File: src/rtl/ddr_arb_pkg.sv
// Shared encodings for the DDR request arbiter: FSM states, requester indices, priority order.
// Pure declarations; no logic, latency or backpressure of its own.
package ddr_arb_pkg;

    localparam int NUM_REQ = 4;

    typedef enum logic [1:0] {
        ST_IDLE    = 2'd0,
        ST_ISSUE   = 2'd1,
        ST_BUSY    = 2'd2,
        ST_RELEASE = 2'd3
    } arb_state_t;

    localparam logic [1:0] REQ_INS   = 2'd0;
    localparam logic [1:0] REQ_STORE = 2'd1;
    localparam logic [1:0] REQ_JMP   = 2'd2;
    localparam logic [1:0] REQ_DREAD = 2'd3;

    // Highest priority first; consulted only when no requester is starving.
    localparam logic [1:0] PRIO_ORDER [NUM_REQ] = '{REQ_JMP, REQ_STORE, REQ_DREAD, REQ_INS};

endpackage

File: src/rtl/ddr_req_arbiter_if.sv
// Cache-side requester and DDR-interface-side signals of the request arbiter.
// Slave modport is the arbiter's view; master modport is the surrounding logic.
interface ddr_req_arbiter_if #(
    parameter int DDR_ADDR_WIDTH = 28,
    parameter int LEN_WIDTH      = 8
);
    import ddr_arb_pkg::*;

    logic                      init_done;
    logic                      ins_read_req;
    logic [DDR_ADDR_WIDTH-1:0] ins_read_addr;
    logic [LEN_WIDTH-1:0]      ins_read_len;
    logic                      data_store_req;
    logic [DDR_ADDR_WIDTH-1:0] data_write_addr;
    logic                      jmp_addr_read_req;
    logic [DDR_ADDR_WIDTH-1:0] jmp_read_addr;
    logic                      data_read_req;
    logic [DDR_ADDR_WIDTH-1:0] data_read_addr;
    logic [NUM_REQ-1:0]        req_done;
    logic [NUM_REQ-1:0]        dn_req_vec;
    logic [DDR_ADDR_WIDTH-1:0] dn_read_addr;
    logic [DDR_ADDR_WIDTH-1:0] dn_write_addr;
    logic [LEN_WIDTH-1:0]      dn_ins_len;
    logic                      dn_start;
    logic                      dn_done;
    logic                      timeout_err;
    logic                      busy;

    modport slave (
        input  init_done, ins_read_req, ins_read_addr, ins_read_len,
               data_store_req, data_write_addr, jmp_addr_read_req, jmp_read_addr,
               data_read_req, data_read_addr, dn_start, dn_done,
        output req_done, dn_req_vec, dn_read_addr, dn_write_addr, dn_ins_len,
               timeout_err, busy
    );

    modport master (
        output init_done, ins_read_req, ins_read_addr, ins_read_len,
               data_store_req, data_write_addr, jmp_addr_read_req, jmp_read_addr,
               data_read_req, data_read_addr, dn_start, dn_done,
        input  req_done, dn_req_vec, dn_read_addr, dn_write_addr, dn_ins_len,
               timeout_err, busy
    );

endinterface

File: src/rtl/ddr_arb_pick.sv
// Combinational winner select: starving requesters first (lowest index), then fixed priority.
// Zero latency; no backpressure, the caller decides when the result is used.
module ddr_arb_pick
    import ddr_arb_pkg::*;
(
    input  logic [NUM_REQ-1:0] req,
    input  logic [NUM_REQ-1:0] starve,
    output logic [NUM_REQ-1:0] gnt,
    output logic [1:0]         idx
);

    logic found;

    always_comb begin
        gnt   = '0;
        idx   = '0;
        found = 1'b0;
        for (int i = 0; i < NUM_REQ; i++) begin
            if (!found && req[i] && starve[i]) begin
                idx   = 2'(i);
                found = 1'b1;
            end
        end
        for (int p = 0; p < NUM_REQ; p++) begin
            if (!found && req[PRIO_ORDER[p]]) begin
                idx   = PRIO_ORDER[p];
                found = 1'b1;
            end
        end
        if (found) gnt[idx] = 1'b1;
    end

endmodule

File: src/rtl/ddr_req_arbiter.sv
// Serialises four cache requesters onto one one-hot DDR request, one outstanding at a time.
// Grant 1 cycle after sampling a request; request held in ISSUE until dn_start or timeout.
module ddr_req_arbiter
    import ddr_arb_pkg::*;
#(
    parameter int          DDR_ADDR_WIDTH = 28,
    parameter int          LEN_WIDTH      = 8,
    parameter logic [3:0]  STARVE_LIMIT   = 4'd8,
    parameter logic [15:0] TIMEOUT_CYCLES = 16'd1024
) (
    input logic              mem_clk,
    input logic              rst,
    ddr_req_arbiter_if.slave bus
);

    arb_state_t                state, state_nxt;
    logic [NUM_REQ-1:0]        req, starve, pick_gnt, win_oh, req_done_q;
    logic [1:0]                pick_idx;
    logic [3:0]                loss_cnt [NUM_REQ];
    logic [15:0]               timer;
    logic [DDR_ADDR_WIDTH-1:0] rd_addr_q, wr_addr_q;
    logic [LEN_WIDTH-1:0]      len_q;
    logic                      timeout_q, grant_ev, timeout_hit;

    assign req = {bus.data_read_req, bus.jmp_addr_read_req, bus.data_store_req, bus.ins_read_req};

    always_comb begin
        starve = '0;
        for (int i = 0; i < NUM_REQ; i++) starve[i] = (loss_cnt[i] == STARVE_LIMIT);
    end

    ddr_arb_pick u_pick (
        .req    (req),
        .starve (starve),
        .gnt    (pick_gnt),
        .idx    (pick_idx)
    );

    assign grant_ev    = (state == ST_IDLE) && bus.init_done && (|req);
    assign timeout_hit = (state == ST_ISSUE) && !bus.dn_start && (timer == TIMEOUT_CYCLES - 16'd1);

    always_ff @(posedge mem_clk) begin
        if (!rst) state <= ST_IDLE;
        else      state <= state_nxt;
    end

    always_comb begin
        state_nxt = state;
        case (state)
            ST_IDLE:    if (grant_ev) state_nxt = ST_ISSUE;
            ST_ISSUE: begin
                if (bus.dn_start && bus.dn_done) state_nxt = ST_RELEASE;
                else if (bus.dn_start)           state_nxt = ST_BUSY;
                else if (timeout_hit)            state_nxt = ST_RELEASE;
            end
            ST_BUSY:    if (bus.dn_done) state_nxt = ST_RELEASE;
            ST_RELEASE: state_nxt = ST_IDLE;
            default:    state_nxt = ST_IDLE;
        endcase
    end

    always_ff @(posedge mem_clk) begin
        if (!rst) begin
            win_oh     <= '0;
            req_done_q <= '0;
            rd_addr_q  <= '0;
            wr_addr_q  <= '0;
            len_q      <= '0;
            timer      <= '0;
            timeout_q  <= 1'b0;
            for (int i = 0; i < NUM_REQ; i++) loss_cnt[i] <= '0;
        end else begin
            // Completion is registered so it appears exactly in the RELEASE cycle.
            req_done_q <= (state != ST_RELEASE && state_nxt == ST_RELEASE) ? win_oh : '0;
            timer      <= (state == ST_ISSUE) ? timer + 16'd1 : '0;
            if (timeout_hit) timeout_q <= 1'b1;

            if (grant_ev) begin
                win_oh    <= pick_gnt;
                rd_addr_q <= '0;
                wr_addr_q <= '0;
                len_q     <= '0;
                case (pick_idx)
                    REQ_INS: begin
                        rd_addr_q <= bus.ins_read_addr;
                        len_q     <= bus.ins_read_len;
                    end
                    REQ_STORE: wr_addr_q <= bus.data_write_addr;
                    REQ_JMP:   rd_addr_q <= bus.jmp_read_addr;
                    default:   rd_addr_q <= bus.data_read_addr;
                endcase
                for (int i = 0; i < NUM_REQ; i++) begin
                    if (pick_gnt[i] || !req[i])          loss_cnt[i] <= '0;
                    else if (loss_cnt[i] != STARVE_LIMIT) loss_cnt[i] <= loss_cnt[i] + 4'd1;
                end
            end else if (state == ST_RELEASE) begin
                win_oh    <= '0;
                rd_addr_q <= '0;
                wr_addr_q <= '0;
                len_q     <= '0;
            end
        end
    end

    assign bus.dn_req_vec    = (state == ST_ISSUE) ? win_oh : '0;
    assign bus.dn_read_addr  = rd_addr_q;
    assign bus.dn_write_addr = wr_addr_q;
    assign bus.dn_ins_len    = len_q;
    assign bus.req_done      = req_done_q;
    assign bus.timeout_err   = timeout_q;
    assign bus.busy          = (state != ST_IDLE);

endmodule

File: src/flat_wrapper.sv
// flat-port wrapper written by rule: the top's interface ports become plain ports
module ddr_req_arbiter_flat import ddr_arb_pkg::*;
#(
    parameter int          DDR_ADDR_WIDTH = 28,
    parameter int          LEN_WIDTH      = 8,
    parameter logic [3:0]  STARVE_LIMIT   = 4'd8,
    parameter logic [15:0] TIMEOUT_CYCLES = 16'd1024
)
  (mem_clk, rst, bus_init_done, bus_ins_read_req, bus_ins_read_addr, bus_ins_read_len, bus_data_store_req, bus_data_write_addr, bus_jmp_addr_read_req, bus_jmp_read_addr, bus_data_read_req, bus_data_read_addr, bus_dn_start, bus_dn_done, bus_req_done, bus_dn_req_vec, bus_dn_read_addr, bus_dn_write_addr, bus_dn_ins_len, bus_timeout_err, bus_busy);
  ddr_req_arbiter_if #(.DDR_ADDR_WIDTH(DDR_ADDR_WIDTH), .LEN_WIDTH(LEN_WIDTH)) bus_i ();
  input logic mem_clk;
  input logic rst;
  input wire logic [$bits(bus_i.init_done)-1:0] bus_init_done;
  input wire logic [$bits(bus_i.ins_read_req)-1:0] bus_ins_read_req;
  input wire logic [$bits(bus_i.ins_read_addr)-1:0] bus_ins_read_addr;
  input wire logic [$bits(bus_i.ins_read_len)-1:0] bus_ins_read_len;
  input wire logic [$bits(bus_i.data_store_req)-1:0] bus_data_store_req;
  input wire logic [$bits(bus_i.data_write_addr)-1:0] bus_data_write_addr;
  input wire logic [$bits(bus_i.jmp_addr_read_req)-1:0] bus_jmp_addr_read_req;
  input wire logic [$bits(bus_i.jmp_read_addr)-1:0] bus_jmp_read_addr;
  input wire logic [$bits(bus_i.data_read_req)-1:0] bus_data_read_req;
  input wire logic [$bits(bus_i.data_read_addr)-1:0] bus_data_read_addr;
  input wire logic [$bits(bus_i.dn_start)-1:0] bus_dn_start;
  input wire logic [$bits(bus_i.dn_done)-1:0] bus_dn_done;
  output wire logic [$bits(bus_i.req_done)-1:0] bus_req_done;
  output wire logic [$bits(bus_i.dn_req_vec)-1:0] bus_dn_req_vec;
  output wire logic [$bits(bus_i.dn_read_addr)-1:0] bus_dn_read_addr;
  output wire logic [$bits(bus_i.dn_write_addr)-1:0] bus_dn_write_addr;
  output wire logic [$bits(bus_i.dn_ins_len)-1:0] bus_dn_ins_len;
  output wire logic [$bits(bus_i.timeout_err)-1:0] bus_timeout_err;
  output wire logic [$bits(bus_i.busy)-1:0] bus_busy;
  assign bus_i.init_done = bus_init_done;
  assign bus_i.ins_read_req = bus_ins_read_req;
  assign bus_i.ins_read_addr = bus_ins_read_addr;
  assign bus_i.ins_read_len = bus_ins_read_len;
  assign bus_i.data_store_req = bus_data_store_req;
  assign bus_i.data_write_addr = bus_data_write_addr;
  assign bus_i.jmp_addr_read_req = bus_jmp_addr_read_req;
  assign bus_i.jmp_read_addr = bus_jmp_read_addr;
  assign bus_i.data_read_req = bus_data_read_req;
  assign bus_i.data_read_addr = bus_data_read_addr;
  assign bus_i.dn_start = bus_dn_start;
  assign bus_i.dn_done = bus_dn_done;
  assign bus_req_done = bus_i.req_done;
  assign bus_dn_req_vec = bus_i.dn_req_vec;
  assign bus_dn_read_addr = bus_i.dn_read_addr;
  assign bus_dn_write_addr = bus_i.dn_write_addr;
  assign bus_dn_ins_len = bus_i.dn_ins_len;
  assign bus_timeout_err = bus_i.timeout_err;
  assign bus_busy = bus_i.busy;
  ddr_req_arbiter #(.DDR_ADDR_WIDTH(DDR_ADDR_WIDTH), .LEN_WIDTH(LEN_WIDTH), .STARVE_LIMIT(STARVE_LIMIT), .TIMEOUT_CYCLES(TIMEOUT_CYCLES)) u_core (.mem_clk(mem_clk), .rst(rst), .bus(bus_i));
endmodule
File: config.mk
export PLATFORM = sky130hd
export DESIGN_NAME = ddr_req_arbiter_flat
export DESIGN_NICKNAME = d
export VERILOG_FILES = /design/src/rtl/ddr_arb_pkg.sv /design/src/rtl/ddr_req_arbiter_if.sv /design/src/rtl/ddr_arb_pick.sv /design/src/rtl/ddr_req_arbiter.sv /design/src/flat_wrapper.sv
export SDC_FILE = /design/constraint.sdc
export NUM_CORES = 1
export LEC_CHECK = 0
export ABC_AREA = 1
export ABC_CLOCK_PERIOD_IN_PS = 2100
export CELL_PAD_IN_SITES_DETAIL_PLACEMENT = 1
export CELL_PAD_IN_SITES_GLOBAL_PLACEMENT = 1
export CORE_MARGIN = 1.5
export CORE_UTILIZATION = 27
export CTS_CLUSTER_SIZE = 20
export DETAILED_ROUTE_END_ITERATION = 6
export PLACE_DENSITY_LB_ADDON = 0.1
export RECOVER_POWER = 25
export SKIP_CTS_REPAIR_TIMING = 1
export SYNTH_ARGS = -nofsm -noshare
export SYNTH_HDL_FRONTEND = slang
export SYNTH_HIERARCHICAL = 1
export SYNTH_SLANG_ARGS = --single-unit
File: constraint.sdc
create_clock -name mem_clk -period 2.1 [get_ports mem_clk]
set_input_delay 0.21 -clock mem_clk [delete_from_list [all_inputs] [get_ports mem_clk]]
set_output_delay 0.21 -clock mem_clk [all_outputs]
set_load 0.01 [all_outputs]
==> results.py <==
metrics = {
    "setup_path": {
        "setup.worst_path.start_class": "flop",
        "r2r-end": "u_core/bus.dn_read_addr[9]",
        "crit_required_ns": 2.38,
        "ff2ff_path_depth": 17,
        "cp.arrival_ns": 2.52,
        "path_cells": "inv_1 > ha_2 > nand2_2 > nor2_4 > nand2_2 > nand2_4 > buf_6 > nor2_4 > nand2_4 > nand2_4 > nor2_4 > buf_12 > clkbuf_16 > nand2_1 > nand3_1 > nand2_1 > a21oi_1",
        "endpoint_kind": "flop",
        "path_buf_inv": 4,
        "worstPathMaxFanout": 6,
        "crit_type": "reg -> reg",
        "slowest_stage": "edfxtp_1",
        "reg2reg_slack_ns": -0.14,
        "critical-path-top-delay-family": "simple AND/OR/NAND/NOR gates",
        "slowest_delay_ns": 0.39,
        "reg2reg_from": "u_core/loss_cnt[3][1]",
    },
    "hold_path": {
        "whs_endpoint": "u_core/bus.dn_write_addr[22]",
        "min-delay-start": "bus_data_write_addr[22]",
        "whs_path_depth": 3,
        "hold_class": "in -> reg",
    },
    "cts": {
        "htreeDepth": 3,
        "cts_tree": "done",
        "cts_buffers": 9,
        "clockBufferDepth": 2,
        "clk_latency_ns": 0.37,
        "clock_sinks": 107,
        "path_clk_slew_ns": 0.07,
        "cts_root_buffer": "clkbuf_16",
    },
    "logic_synthesis": {
        "synth.net_count": 841,
        "synth_area_um2": 5120,
        "yosys.area_share.xor_xnor_pct": 2.05,
        "synth_cell_types": 30,
        "synth_seq_cells": 107,
        "synth.avg_cell_area_um2": 7.29,
        "yosysTopAreaCell": "dfxtp_1",
        "synth.area.top_cells": "dfxtp_1, nand3_1, nand2_1",
        "yosysTopAreaCellShare_pct": 35.5,
        "yosys.area_share.adder_pct": 2.20,
        "synth_mux_area_share_pct": 0,
        "synth_compound_area_share_pct": 7.81,
        "synthCells": 703,
        "yosysWarnings": 6,
        "synth_top_family_by_area": "simple AND/OR/NAND/NOR gates",
        "yosysSeqAreaShare_pct": 44.9,
        "synth-simple-area-share_pct": 35.7,
    },
    "power": {
        "leakage_nw": 3.37,
        "p_seq_share_pct": 40.3,
        "combPwrFrac_pct": 30.3,
        "p_int_mw": 3.90,
        "ir_worst_vdd_uv": 458,
        "p_sw_share_pct": 31.0,
        "p_clk_share_pct": 29.4,
        "p_switching_mw": 1.75,
        "power_density_nw_per_um2": 653,
    },
    "floorplanning": {
        "start_util_pct": 27.5,
        "die_y_um": 141,
        "die_area_um2": 19800,
        "core-area_um2": 18600,
        "ioPinCount": 203,
        "num_rows": 50,
        "die_w_um": 141,
    },
    "timing": {
        "period_share_pct": 107,
        "fin_skew_ns": 0.0126,
        "setup-violations-final": 50,
        "finalWorstSetupSlack_ns": -0.138,
        "hold_viol_final": 0,
        "rsz0062_at_grt": "true",
        "fin_crit_ns": 2.24,
        "tightestPinTransition_ns": 0.611,
        "fmax_mhz": 447,
        "drv_slew": 0,
        "max_slew_margin_pct": 59.3,
    },
    "place": {
        "numPortBuffers": 202,
        "hpwl_um": 14700,
        "place_inst": 1145,
        "place_congestion": 0.775,
    },
    "drt": {
        "dr_total_vias": 5701,
        "drtAntennaViolNets": 0,
        "drcViolationCount": 0,
        "drt-total-wl_um": 21400,
        "wl_per_cell_um": 18.2,
        "viasPerCell": 4.83,
        "drt_first_pass_iters": 4,
        "drtIter0Drc": 240,
    },
    "global_route": {
        "use_met1_pct": 22.1,
        "use_met3_pct": 7.61,
        "grtUsageMet2_pct": 34.8,
        "grt_pass1_wl_um": 30800,
        "grt_overflow": 0,
        "grtUsageTotal_pct": 19.8,
        "grt_max_degree": 57,
        "antenna_found_initial": 0,
        "grt_pass1_vias": 5881,
        "busiest_layer": "met2",
    },
    "finish": {
        "diodes": 0,
        "syn_to_final_growth_pct": 68.8,
        "drive_gt1_share_pct": 19.2,
        "fin_cells": 1181,
        "final_core_util_pct": 46.4,
        "mostFrequentLayoutCells": "clkdlybuf4s50_1, nand2_1, nand3_1, dfxtp_1, nor2_1",
        "final_nets": 1080,
        "final_common_cell": "clkdlybuf4s50_1",
    },
    "run_status": {
        "status": "finished with violations",
        "violations": "negative setup slack",
    },
    "flow_run": {
        "drv_cap": 0,
    },
}
==> metrics by stage <==
stage / setup slack, ns / total power, mW / hold slack [ns] / TNS (ns) / instance area (um^2)
floorplan: 0.0241 / 2.94 / 0.374 / 0 / 5120
global placement: -0.0353 / 3.66 / 0.438 / -0.312 / 7660
detailed placement: -0.166 / 3.71 / 0.442 / -7.62 / 7660
CTS: -0.194 / 5.38 / 0.414 / -9.62 / 7940
global route: -0.277 / 5.92 / 0.433 / -14.55 / 8650
finish: -0.138 / 5.65 / 0.422 / -2.59 / 8650
==> sequential cells by signal, summed over array words and instances (netlist names) <==
signal	count
u_core/timer	16
u_core/bus.timeout_err	1
u_core/bus.dn_read_addr	28
u_core/bus.dn_ins_len	8
u_core/bus.req_done	4
u_core/state	2
u_core/bus.dn_write_addr	28
u_core/win_oh	4
u_core/loss_cnt	16
==> per-layer routing <==
layer	routed length, um	vias up
met5	0	-
met4	309	0
met3	1580	19
met2	10900	150
met1	8680	2741
li1	-	2791
==> power groups by stage <==
stage                     Sequential [mW]  Combinational, mW  Clock, mW
final                                2.28               1.71       1.66
after global routing                 2.29               1.84       1.78
after CTS                            2.28               1.39       1.71
after detailed placement             2.32               1.39          0
after global placement               2.31               1.35          0
after floorplan                      2.35              0.589          0
==> final cells by class <==
cell class	count	area, um^2
fill	2202	9990
multi-input combinational	514	2840
timing repair buffer	265	2760
sequential	107	2300
tap	234	293
clock buffer	10	239
inverter	45	171
clock inverter	6	40.0
==> Yosys cell counts (all sizes together) <==
library cell / count
xor2: 7
o21a: 1
or2: 3
xnor2: 5
clkinv: 1
nor2: 71
nor3: 5
nand3b: 3
a21oi: 71
clkbuf: 6
nand4: 4
o21bai: 1
edfxtp: 16
nor3b: 1
o21ai: 6
ha: 9
inv: 44
dfxtp: 91
buf: 31
nand2: 181
nand3: 146
==> cells by family after synthesis <==
| kind of cell | after synthesis |
|---|---|
| simple gates | 414 |
| flops | 107 |
| buf+inv | 82 |
| compound gates | 79 |
| xor+xnor | 12 |
| fa+ha+maj | 9 |
==> worst max-delay path by stage <==
| stage | end | depth (start not counted) | from | slack [ns] |
|---|---|---|---|---|
| 6_report | u_core/bus.dn_read_addr[9] | 17 | u_core/loss_cnt[3][1] | -0.14 |
| 5_1_grt | u_core/bus.dn_read_addr[9] | 17 | u_core/loss_cnt[3][1] | -0.28 |
| 2_1_floorplan | u_core/bus.dn_read_addr[11] | 15 | u_core/loss_cnt[3][0] | 0.02 |
| 3_5_place_dp | u_core/bus.dn_write_addr[10] | 13 | u_core/loss_cnt[3][0] | -0.17 |
| 4_1_cts | u_core/bus.dn_write_addr[10] | 13 | u_core/loss_cnt[3][0] | -0.19 |
| 3_3_place_gp | u_core/loss_cnt[1][0] | 8 | bus_data_store_req | -0.04 |
==> worst register-to-register path: stages (launching register included) <==
cell and delay, ns:
edfxtp_1 0.39, inv_1 0.08, ha_2 0.18, nand2_2 0.07, nor2_4 0.16, nand2_2 0.09
nand2_4 0.10, buf_6 0.11, nor2_4 0.04, nand2_4 0.08, nand2_4 0.08, nor2_4 0.14
buf_12 0.15, clkbuf_16 0.16, nand2_1 0.05, nand3_1 0.08, nand2_1 0.07, a21oi_1 0.15
(Power assumes the default switching activity.)
